<file path="config.mk">
export PLATFORM = sky130hd
export DESIGN_NAME = mips_mc_ctrl
export DESIGN_NICKNAME = d
export VERILOG_FILES = /design/src/rtl/mips_mc_ctrl_pkg.sv /design/src/rtl/mips_mc_ctrl_outdec.sv /design/src/rtl/mips_mc_ctrl.sv
export SDC_FILE = /design/constraint.sdc
export NUM_CORES = 1
export LEC_CHECK = 0
export ABC_AREA = 1
export BUFFER_PORTS_ARGS = -buffer_cell sky130_fd_sc_hd__buf_2
export CORE_ASPECT_RATIO = 1.1
export CORE_MARGIN = 10
export CORE_UTILIZATION = 55
export CTS_BUF_LIST = sky130_fd_sc_hd__clkbuf_4 sky130_fd_sc_hd__clkbuf_8 sky130_fd_sc_hd__clkbuf_16
export CTS_CLUSTER_SIZE = 10
export DETAILED_ROUTE_END_ITERATION = 10
export PLACE_DENSITY = 0.85
export SYNTH_ARGS = -nofsm -noshare
export SYNTH_HDL_FRONTEND = slang
export SYNTH_SLANG_ARGS = --single-unit
</file>
<file path="constraint.sdc">
create_clock -name clock -period 2.6 [get_ports clock]
set_input_delay 0.13 -clock clock [delete_from_list [all_inputs] [get_ports clock]]
set_output_delay 0.13 -clock clock [all_outputs]
set_load 0.01 [all_outputs]
</file>
<file path="src/rtl/mips_mc_ctrl_pkg.sv">
// Shared definitions for the multicycle MIPS main controller.
// Holds the state encodings, the opcodes the controller decodes, the
// ALU-operation / PC-source / ALU-B-select codes and the control bundle
// passed from the output decoder to the top level.
package mips_mc_pkg;

  typedef enum logic [3:0] {
    S_FETCH   = 4'd0,
    S_DECODE  = 4'd1,
    S_MEMADR  = 4'd2,
    S_MEMRD   = 4'd3,
    S_MEMWB   = 4'd4,
    S_MEMWR   = 4'd5,
    S_EXEC    = 4'd6,
    S_RWB     = 4'd7,
    S_BRANCH  = 4'd8,
    S_JUMP    = 4'd9,
    S_ADDI_EX = 4'd10,
    S_ADDI_WB = 4'd11,
    S_BNE     = 4'd12,
    S_EXCEPT  = 4'd13
  } state_e;

  localparam logic [5:0] OP_RTYPE = 6'b000000;
  localparam logic [5:0] OP_LW    = 6'b100011;
  localparam logic [5:0] OP_SW    = 6'b101011;
  localparam logic [5:0] OP_BEQ   = 6'b000100;
  localparam logic [5:0] OP_BNE   = 6'b000101;
  localparam logic [5:0] OP_J     = 6'b000010;
  localparam logic [5:0] OP_ADDI  = 6'b001000;

  localparam logic [1:0] ALU_ADD   = 2'b00;
  localparam logic [1:0] ALU_SUB   = 2'b01;
  localparam logic [1:0] ALU_FUNCT = 2'b10;

  localparam logic [1:0] PCS_ALU    = 2'b00;
  localparam logic [1:0] PCS_ALUOUT = 2'b01;
  localparam logic [1:0] PCS_JUMP   = 2'b10;
  localparam logic [1:0] PCS_EXC    = 2'b11;

  localparam logic [1:0] SRCB_REG   = 2'b00;
  localparam logic [1:0] SRCB_FOUR  = 2'b01;
  localparam logic [1:0] SRCB_IMM   = 2'b10;
  localparam logic [1:0] SRCB_SHIMM = 2'b11;

  typedef struct packed {
    logic       pc_write;
    logic       pc_write_cond;
    logic       pc_write_cond_ne;
    logic       iord;
    logic       mem_read;
    logic       mem_write;
    logic       ir_write;
    logic       mem_to_reg;
    logic       reg_dst;
    logic       reg_write;
    logic       alu_src_a;
    logic [1:0] alu_src_b;
    logic [1:0] alu_op;
    logic [1:0] pc_source;
    logic       illegal;
  } ctrl_t;

endpackage

</file>
<file path="src/rtl/mips_mc_ctrl_outdec.sv">
// Combinational state-to-control decode for the multicycle controller.
// Ports: state (current FSM state), rdy (memory handshake already folded
// with the handshake enable), ctrl (datapath control bundle).
// Every output is a pure function of state, except the FETCH IR/PC loads,
// which follow rdy so the fetch completes in the cycle memory answers.
module mips_mc_ctrl_outdec
  import mips_mc_pkg::*;
#(
  parameter int STATE_W = 4
) (
  input  logic [STATE_W-1:0] state,
  input  logic               rdy,
  output ctrl_t              ctrl
);

  always_comb begin
    ctrl = '0;
    case (state)
      STATE_W'(S_FETCH): begin
        ctrl.mem_read  = 1'b1;
        ctrl.alu_src_b = SRCB_FOUR;
        ctrl.ir_write  = rdy;
        ctrl.pc_write  = rdy;
      end
      STATE_W'(S_DECODE): ctrl.alu_src_b = SRCB_SHIMM;
      STATE_W'(S_MEMADR): begin
        ctrl.alu_src_a = 1'b1;
        ctrl.alu_src_b = SRCB_IMM;
      end
      STATE_W'(S_MEMRD): begin
        ctrl.mem_read = 1'b1;
        ctrl.iord     = 1'b1;
      end
      STATE_W'(S_MEMWB): begin
        ctrl.reg_write  = 1'b1;
        ctrl.mem_to_reg = 1'b1;
      end
      STATE_W'(S_MEMWR): begin
        ctrl.mem_write = 1'b1;
        ctrl.iord      = 1'b1;
      end
      STATE_W'(S_EXEC): begin
        ctrl.alu_src_a = 1'b1;
        ctrl.alu_src_b = SRCB_REG;
        ctrl.alu_op    = ALU_FUNCT;
      end
      STATE_W'(S_RWB): begin
        ctrl.reg_write = 1'b1;
        ctrl.reg_dst   = 1'b1;
      end
      STATE_W'(S_BRANCH): begin
        ctrl.alu_src_a     = 1'b1;
        ctrl.alu_op        = ALU_SUB;
        ctrl.pc_write_cond = 1'b1;
        ctrl.pc_source     = PCS_ALUOUT;
      end
      STATE_W'(S_JUMP): begin
        ctrl.pc_write  = 1'b1;
        ctrl.pc_source = PCS_JUMP;
      end
      STATE_W'(S_ADDI_EX): begin
        ctrl.alu_src_a = 1'b1;
        ctrl.alu_src_b = SRCB_IMM;
        ctrl.alu_op    = ALU_ADD;
      end
      STATE_W'(S_ADDI_WB): ctrl.reg_write = 1'b1;
      STATE_W'(S_BNE): begin
        ctrl.alu_src_a        = 1'b1;
        ctrl.alu_op           = ALU_SUB;
        ctrl.pc_write_cond_ne = 1'b1;
        ctrl.pc_source        = PCS_ALUOUT;
      end
      STATE_W'(S_EXCEPT): begin
        ctrl.illegal   = 1'b1;
        ctrl.pc_write  = 1'b1;
        ctrl.pc_source = PCS_EXC;
      end
      default: ctrl.pc_source = PCS_ALU;
    endcase
  end

endmodule

</file>
<file path="src/rtl/mips_mc_ctrl.sv">
// Multicycle MIPS main-control FSM: next-state logic, state register and
// retired-instruction counter; control decode lives in mips_mc_ctrl_outdec.
// Ports: clock/rst (async active-low), opcode (IR[31:26]), mem_ready
// (memory handshake), state (exported encoding), datapath controls,
// illegal (in EXCEPT), instr_count (retired instructions, wraps).
//
// state   | meaning
// 0       | FETCH    read instruction, PC+4 (waits on memory)
// 1       | DECODE   register read, branch target calc
// 2       | MEMADR   lw/sw address calc
// 3       | MEMRD    data read (waits on memory)
// 4       | MEMWB    lw writeback
// 5       | MEMWR    data write (waits on memory)
// 6       | EXEC     R-type ALU op
// 7       | RWB      R-type writeback
// 8       | BRANCH   beq
// 9       | JUMP     j
// 10      | ADDI_EX  addi ALU op
// 11      | ADDI_WB  addi writeback
// 12      | BNE      bne
// 13      | EXCEPT   illegal opcode, load exception vector
// 14..    | unused, recovers to FETCH
module mips_mc_ctrl
  import mips_mc_pkg::*;
#(
  parameter int STATE_W       = 4,
  parameter int CNT_W         = 16,
  parameter int MEM_HANDSHAKE = 1,
  parameter int EXC_EN        = 1
) (
  input  logic               clock,
  input  logic               rst,
  input  logic [5:0]         opcode,
  input  logic               mem_ready,
  output logic [STATE_W-1:0] state,
  output logic               pc_write,
  output logic               pc_write_cond,
  output logic               pc_write_cond_ne,
  output logic               iord,
  output logic               mem_read,
  output logic               mem_write,
  output logic               ir_write,
  output logic               mem_to_reg,
  output logic               reg_dst,
  output logic               reg_write,
  output logic               alu_src_a,
  output logic [1:0]         alu_src_b,
  output logic [1:0]         alu_op,
  output logic [1:0]         pc_source,
  output logic               illegal,
  output logic [CNT_W-1:0]   instr_count
);

  logic [STATE_W-1:0] state_q, state_d;
  logic [CNT_W-1:0]   cnt_q, cnt_d;
  logic               rdy;
  ctrl_t              ctrl;

  // Without the handshake every memory access completes in one cycle.
  assign rdy = mem_ready | (MEM_HANDSHAKE == 0);

  always_comb begin
    state_d = state_q;
    case (state_q)
      STATE_W'(S_FETCH):  if (rdy) state_d = STATE_W'(S_DECODE);
      STATE_W'(S_DECODE): begin
        case (opcode)
          OP_RTYPE:     state_d = STATE_W'(S_EXEC);
          OP_LW, OP_SW: state_d = STATE_W'(S_MEMADR);
          OP_BEQ:       state_d = STATE_W'(S_BRANCH);
          OP_BNE:       state_d = STATE_W'(S_BNE);
          OP_J:         state_d = STATE_W'(S_JUMP);
          OP_ADDI:      state_d = STATE_W'(S_ADDI_EX);
          default:      state_d = (EXC_EN != 0) ? STATE_W'(S_EXCEPT)
                                                : STATE_W'(S_FETCH);
        endcase
      end
      STATE_W'(S_MEMADR):  state_d = (opcode == OP_SW) ? STATE_W'(S_MEMWR)
                                                       : STATE_W'(S_MEMRD);
      STATE_W'(S_MEMRD):   if (rdy) state_d = STATE_W'(S_MEMWB);
      STATE_W'(S_MEMWR):   if (rdy) state_d = STATE_W'(S_FETCH);
      STATE_W'(S_EXEC):    state_d = STATE_W'(S_RWB);
      STATE_W'(S_ADDI_EX): state_d = STATE_W'(S_ADDI_WB);
      default:             state_d = STATE_W'(S_FETCH);
    endcase

    // An instruction retires whenever control returns to FETCH.
    cnt_d = cnt_q;
    if ((state_d == STATE_W'(S_FETCH)) && (state_q != STATE_W'(S_FETCH)))
      cnt_d = cnt_q + CNT_W'(1);
  end

  always_ff @(posedge clock or negedge rst) begin
    if (!rst) begin
      state_q <= STATE_W'(S_FETCH);
      cnt_q   <= '0;
    end else begin
      state_q <= state_d;
      cnt_q   <= cnt_d;
    end
  end

  mips_mc_ctrl_outdec #(.STATE_W(STATE_W)) u_outdec (
    .state (state_q),
    .rdy   (rdy),
    .ctrl  (ctrl)
  );

  assign state            = state_q;
  assign instr_count      = cnt_q;
  assign pc_write         = ctrl.pc_write;
  assign pc_write_cond    = ctrl.pc_write_cond;
  assign pc_write_cond_ne = ctrl.pc_write_cond_ne;
  assign iord             = ctrl.iord;
  assign mem_read         = ctrl.mem_read;
  assign mem_write        = ctrl.mem_write;
  assign ir_write         = ctrl.ir_write;
  assign mem_to_reg       = ctrl.mem_to_reg;
  assign reg_dst          = ctrl.reg_dst;
  assign reg_write        = ctrl.reg_write;
  assign alu_src_a        = ctrl.alu_src_a;
  assign alu_src_b        = ctrl.alu_src_b;
  assign alu_op           = ctrl.alu_op;
  assign pc_source        = ctrl.pc_source;
  assign illegal          = ctrl.illegal;

endmodule

</file>
==> summary.md <==
| Metric | Value |
|---|---|
| # diodes | 0 |
| Avg Cell Area, Syn | 6.52 um2 |
| Final worst slack | 574 ps |
| Vias in the first global route | 1,554 |
| Area occupied by multi-input gates | 838 um2 |
| Initial antenna violation count | 0 |
| Area delta synth->final | 19.0% |
| Worst EP arrival | 1900 ps |
| Register area share after synthesis | 33.1% |
| Worst vdd ir | 771 uV |
| Sink Count | 20 |
| Yosys top cell by area | dfrtp_1 |
| Post-synth ARST share | 100% |
| Number of hold violations in the final report | 0 |
| Vias post-DR | 1,637 |
| Clock slew at reported path FFs | 120 ps |
| Setup crit start kind | flip-flop |
| EDFF count, synth | 0 |
| Met1 Routed Length | 1830 um |
| Setup Skew | 1.82 ps |
| Fill count | 249 |
| Final nets | 291 |
| GRT Residual Overflow | 0 |
| # IOs | 47 |
| LEAKAGE | 1.09 nW |
| CTS tree | done |
| Largest net degree at the start of global routing | 21 |
| Die height | 75.0 um |
| CP Class | flip-flop to output pin |
| GP Congestion | 0.950 |
| Htree depth | 1 |
| Synth cell count leaders | 65 x nand2_1, 37 x inv_1, 34 x nand3_1 |
| Core ar. | 2570 um2 |
| Worst setup path start | state[3]$_DFF_PN0_ |
| Area occupied by registers | 500 um2 |
| Routed Antenna Nets | 0 |
| Clk_lat worst skew | 310 ps |
| Slew Limit Headroom | 68.7% |
| Top post-synthesis cells by area | dfrtp_1 33%, nand2_1 16%, nand3_1 11%, inv_1 9.2%, nor2_1 7.2% |
| DR top layer | met4 |
| Cell Area, Synth | 1510 um2 |
| Initial DRT Pass Iterations | 5 |
| Crit path max fanout | 14 |
| Setup total negative slack | 0 ps |
| Worst Path Required | 2470 ps |
| Origin of the critical flop-to-flop path | state[3]$_DFF_PN0_ |
| Most frequent cell after synthesis | nand2_1 |
| Post-Route WL | 4150 um |
| Post-layout min period | 2030 ps |
| Status | finished, final reports clean |
| Final setup viols | 0 |
| Worst slew pin tran | 466 ps |
| Syn_nets | 242 |
| WHS | 258 ps |
| Clock Tree Buf Depth | 2 |
| RSZ-0062 raised after global routing | false |
| Routed length on met3 | 336 um |
| Routed WL per cell | 13.4 um |
| HP Class | primary input to flip-flop |
| DIE AREA | 5250 um2 |
| # rows | 19 |
| Pwr/cell area | 923 nW/um2 |
| Main flop type after synthesis | dfrtp_1 |
| Die W | 70.0 um |
| Max cap viols | 0 |
| CTS Buf Count | 3 |
| Final period utilization | 77.9% |
| Port Buffers | 46 |
| Synth Warn # | 0 |
| Initial Util | 58.9% |
| GRT Total Usage | 14.9% |
| Root Buffer | clkbuf_4 |
| Vias/cell | 5.26 |
| Layout cells sized above 1 | 22.5% |
| Post-synthesis sequential element count | 20 |
| Critical Path Sink Type | output pin |
| Start point of the worst hold path | opcode[3] |
| Area share of the largest cell type after synthesis | 33.1% |
| Setup WS pre-CTS | 691 ps |
| Synth unique cells | 26 |
| First-pass GRT wire length | 6750 um |
| Gate Count Post-Synth | 232 |
| Fmax | 0.494 GHz |
| Fin. max-slew vios | 0 |
| Routed length on met2 | 1960 um |
| DRC | 0 |
| Dpl hpwl | 3260 um |
| Initial DRC count | 159 |
==> per-layer routing <==
layer / GRT usage (%) / vias to the layer above
met2: 26.7 / 51
met5: 0 / -
li1: - / 831
met3: 4.34 / 5
met1: 17.0 / 750
met4: 4.61 / 0
==> power breakdown <==
group | internal [mW] | switching (mW) | leakage [nW] | total (mW)
clock | 0.0856 | 0.103 | 0.0210 | 0.188
sequential | 0.368 | 0.0857 | 0.269 | 0.454
combinational | 0.314 | 0.705 | 0.805 | 1.02
==> what timing repair did <==
item                      4_1_cts  5_1_grt
resized for setup               0        0
hold endpoints to repair       20        0
hold buffers                    1        0
setup buffers                   0        0
==> worst paths after layout <==
kind	endpoint	slack, ps	cells after the start
min reg2reg	instr_count[8]$_DFFE_PN0P_	560	2
min	state[1]$_DFF_PN0_	260	4
max	mem_read	570	6
max in group asynchronous	instr_count[0]$_DFFE_PN0P_	2000	2
min in group asynchronous	instr_count[8]$_DFFE_PN0P_	300	2
max reg2reg	instr_count[15]$_DFFE_PN0P_	640	9
==> flip-flops by register name, summed over array words and instances (netlist names) <==
register,count
instr_count,16
state,4
==> cell usage in the layout (no fill, tap or decap), drive strengths merged, types with 2 or more instances in the layout <==
cell type,instances
nor4,2
nand3,35
nor2,34
o21ai,5
clkbuf,4
buf,46
dfrtp,20
xor2,9
nand4,10
a21oi,3
nand2,66
inv,39
==> metrics by stage <==
step | total power, mW | utilization (%) | cells | area, um2
final | 1.66 | 70.1 | 311 | 1800
after global routing | 1.79 | 70.1 | 311 | 1800
after CTS | 1.66 | 70.1 | 311 | 1800
after detailed placement | 1.48 | 68.3 | 306 | 1750
after global placement | 1.45 | 68.3 | 306 | 1750
after floorplan | 1.21 | - | 232 | 1510
==> critical path: stages (launching register included) <==
cell and delay, ps:
dfrtp_1 490, nor2_2 230, inv_2 100, nor2_2 200
inv_1 260, nand2_1 160, buf_2 140
==> logic make-up (layout without fill, tap and decap cells) <==
| logic type | after synthesis | after routing | share of synthesized area, % |
|---|---|---|---|
| adders and majority gates | 1 | 1 | 0.827 |
| DFF | 20 | 20 | 33.1 |
| buffers and inverters | 42 | 90 | 11.5 |
| and+or+nand+nor | 149 | 149 | 44.6 |
| AOI/OAI and AO/OA | 10 | 10 | 4.22 |
| xor gates and xnor gates | 10 | 10 | 5.79 |
==> area by class of cell <==
class	instances	area share [%]
Clock buffer	4	2.02
Inverter	39	8.13
Multi-Input combinational cell	170	46.6
Sequential cell	20	27.8
Tap cell	31	2.15
Timing Repair Buffer	47	13.3
Note: power is estimated with default switching activity, not from simulation.
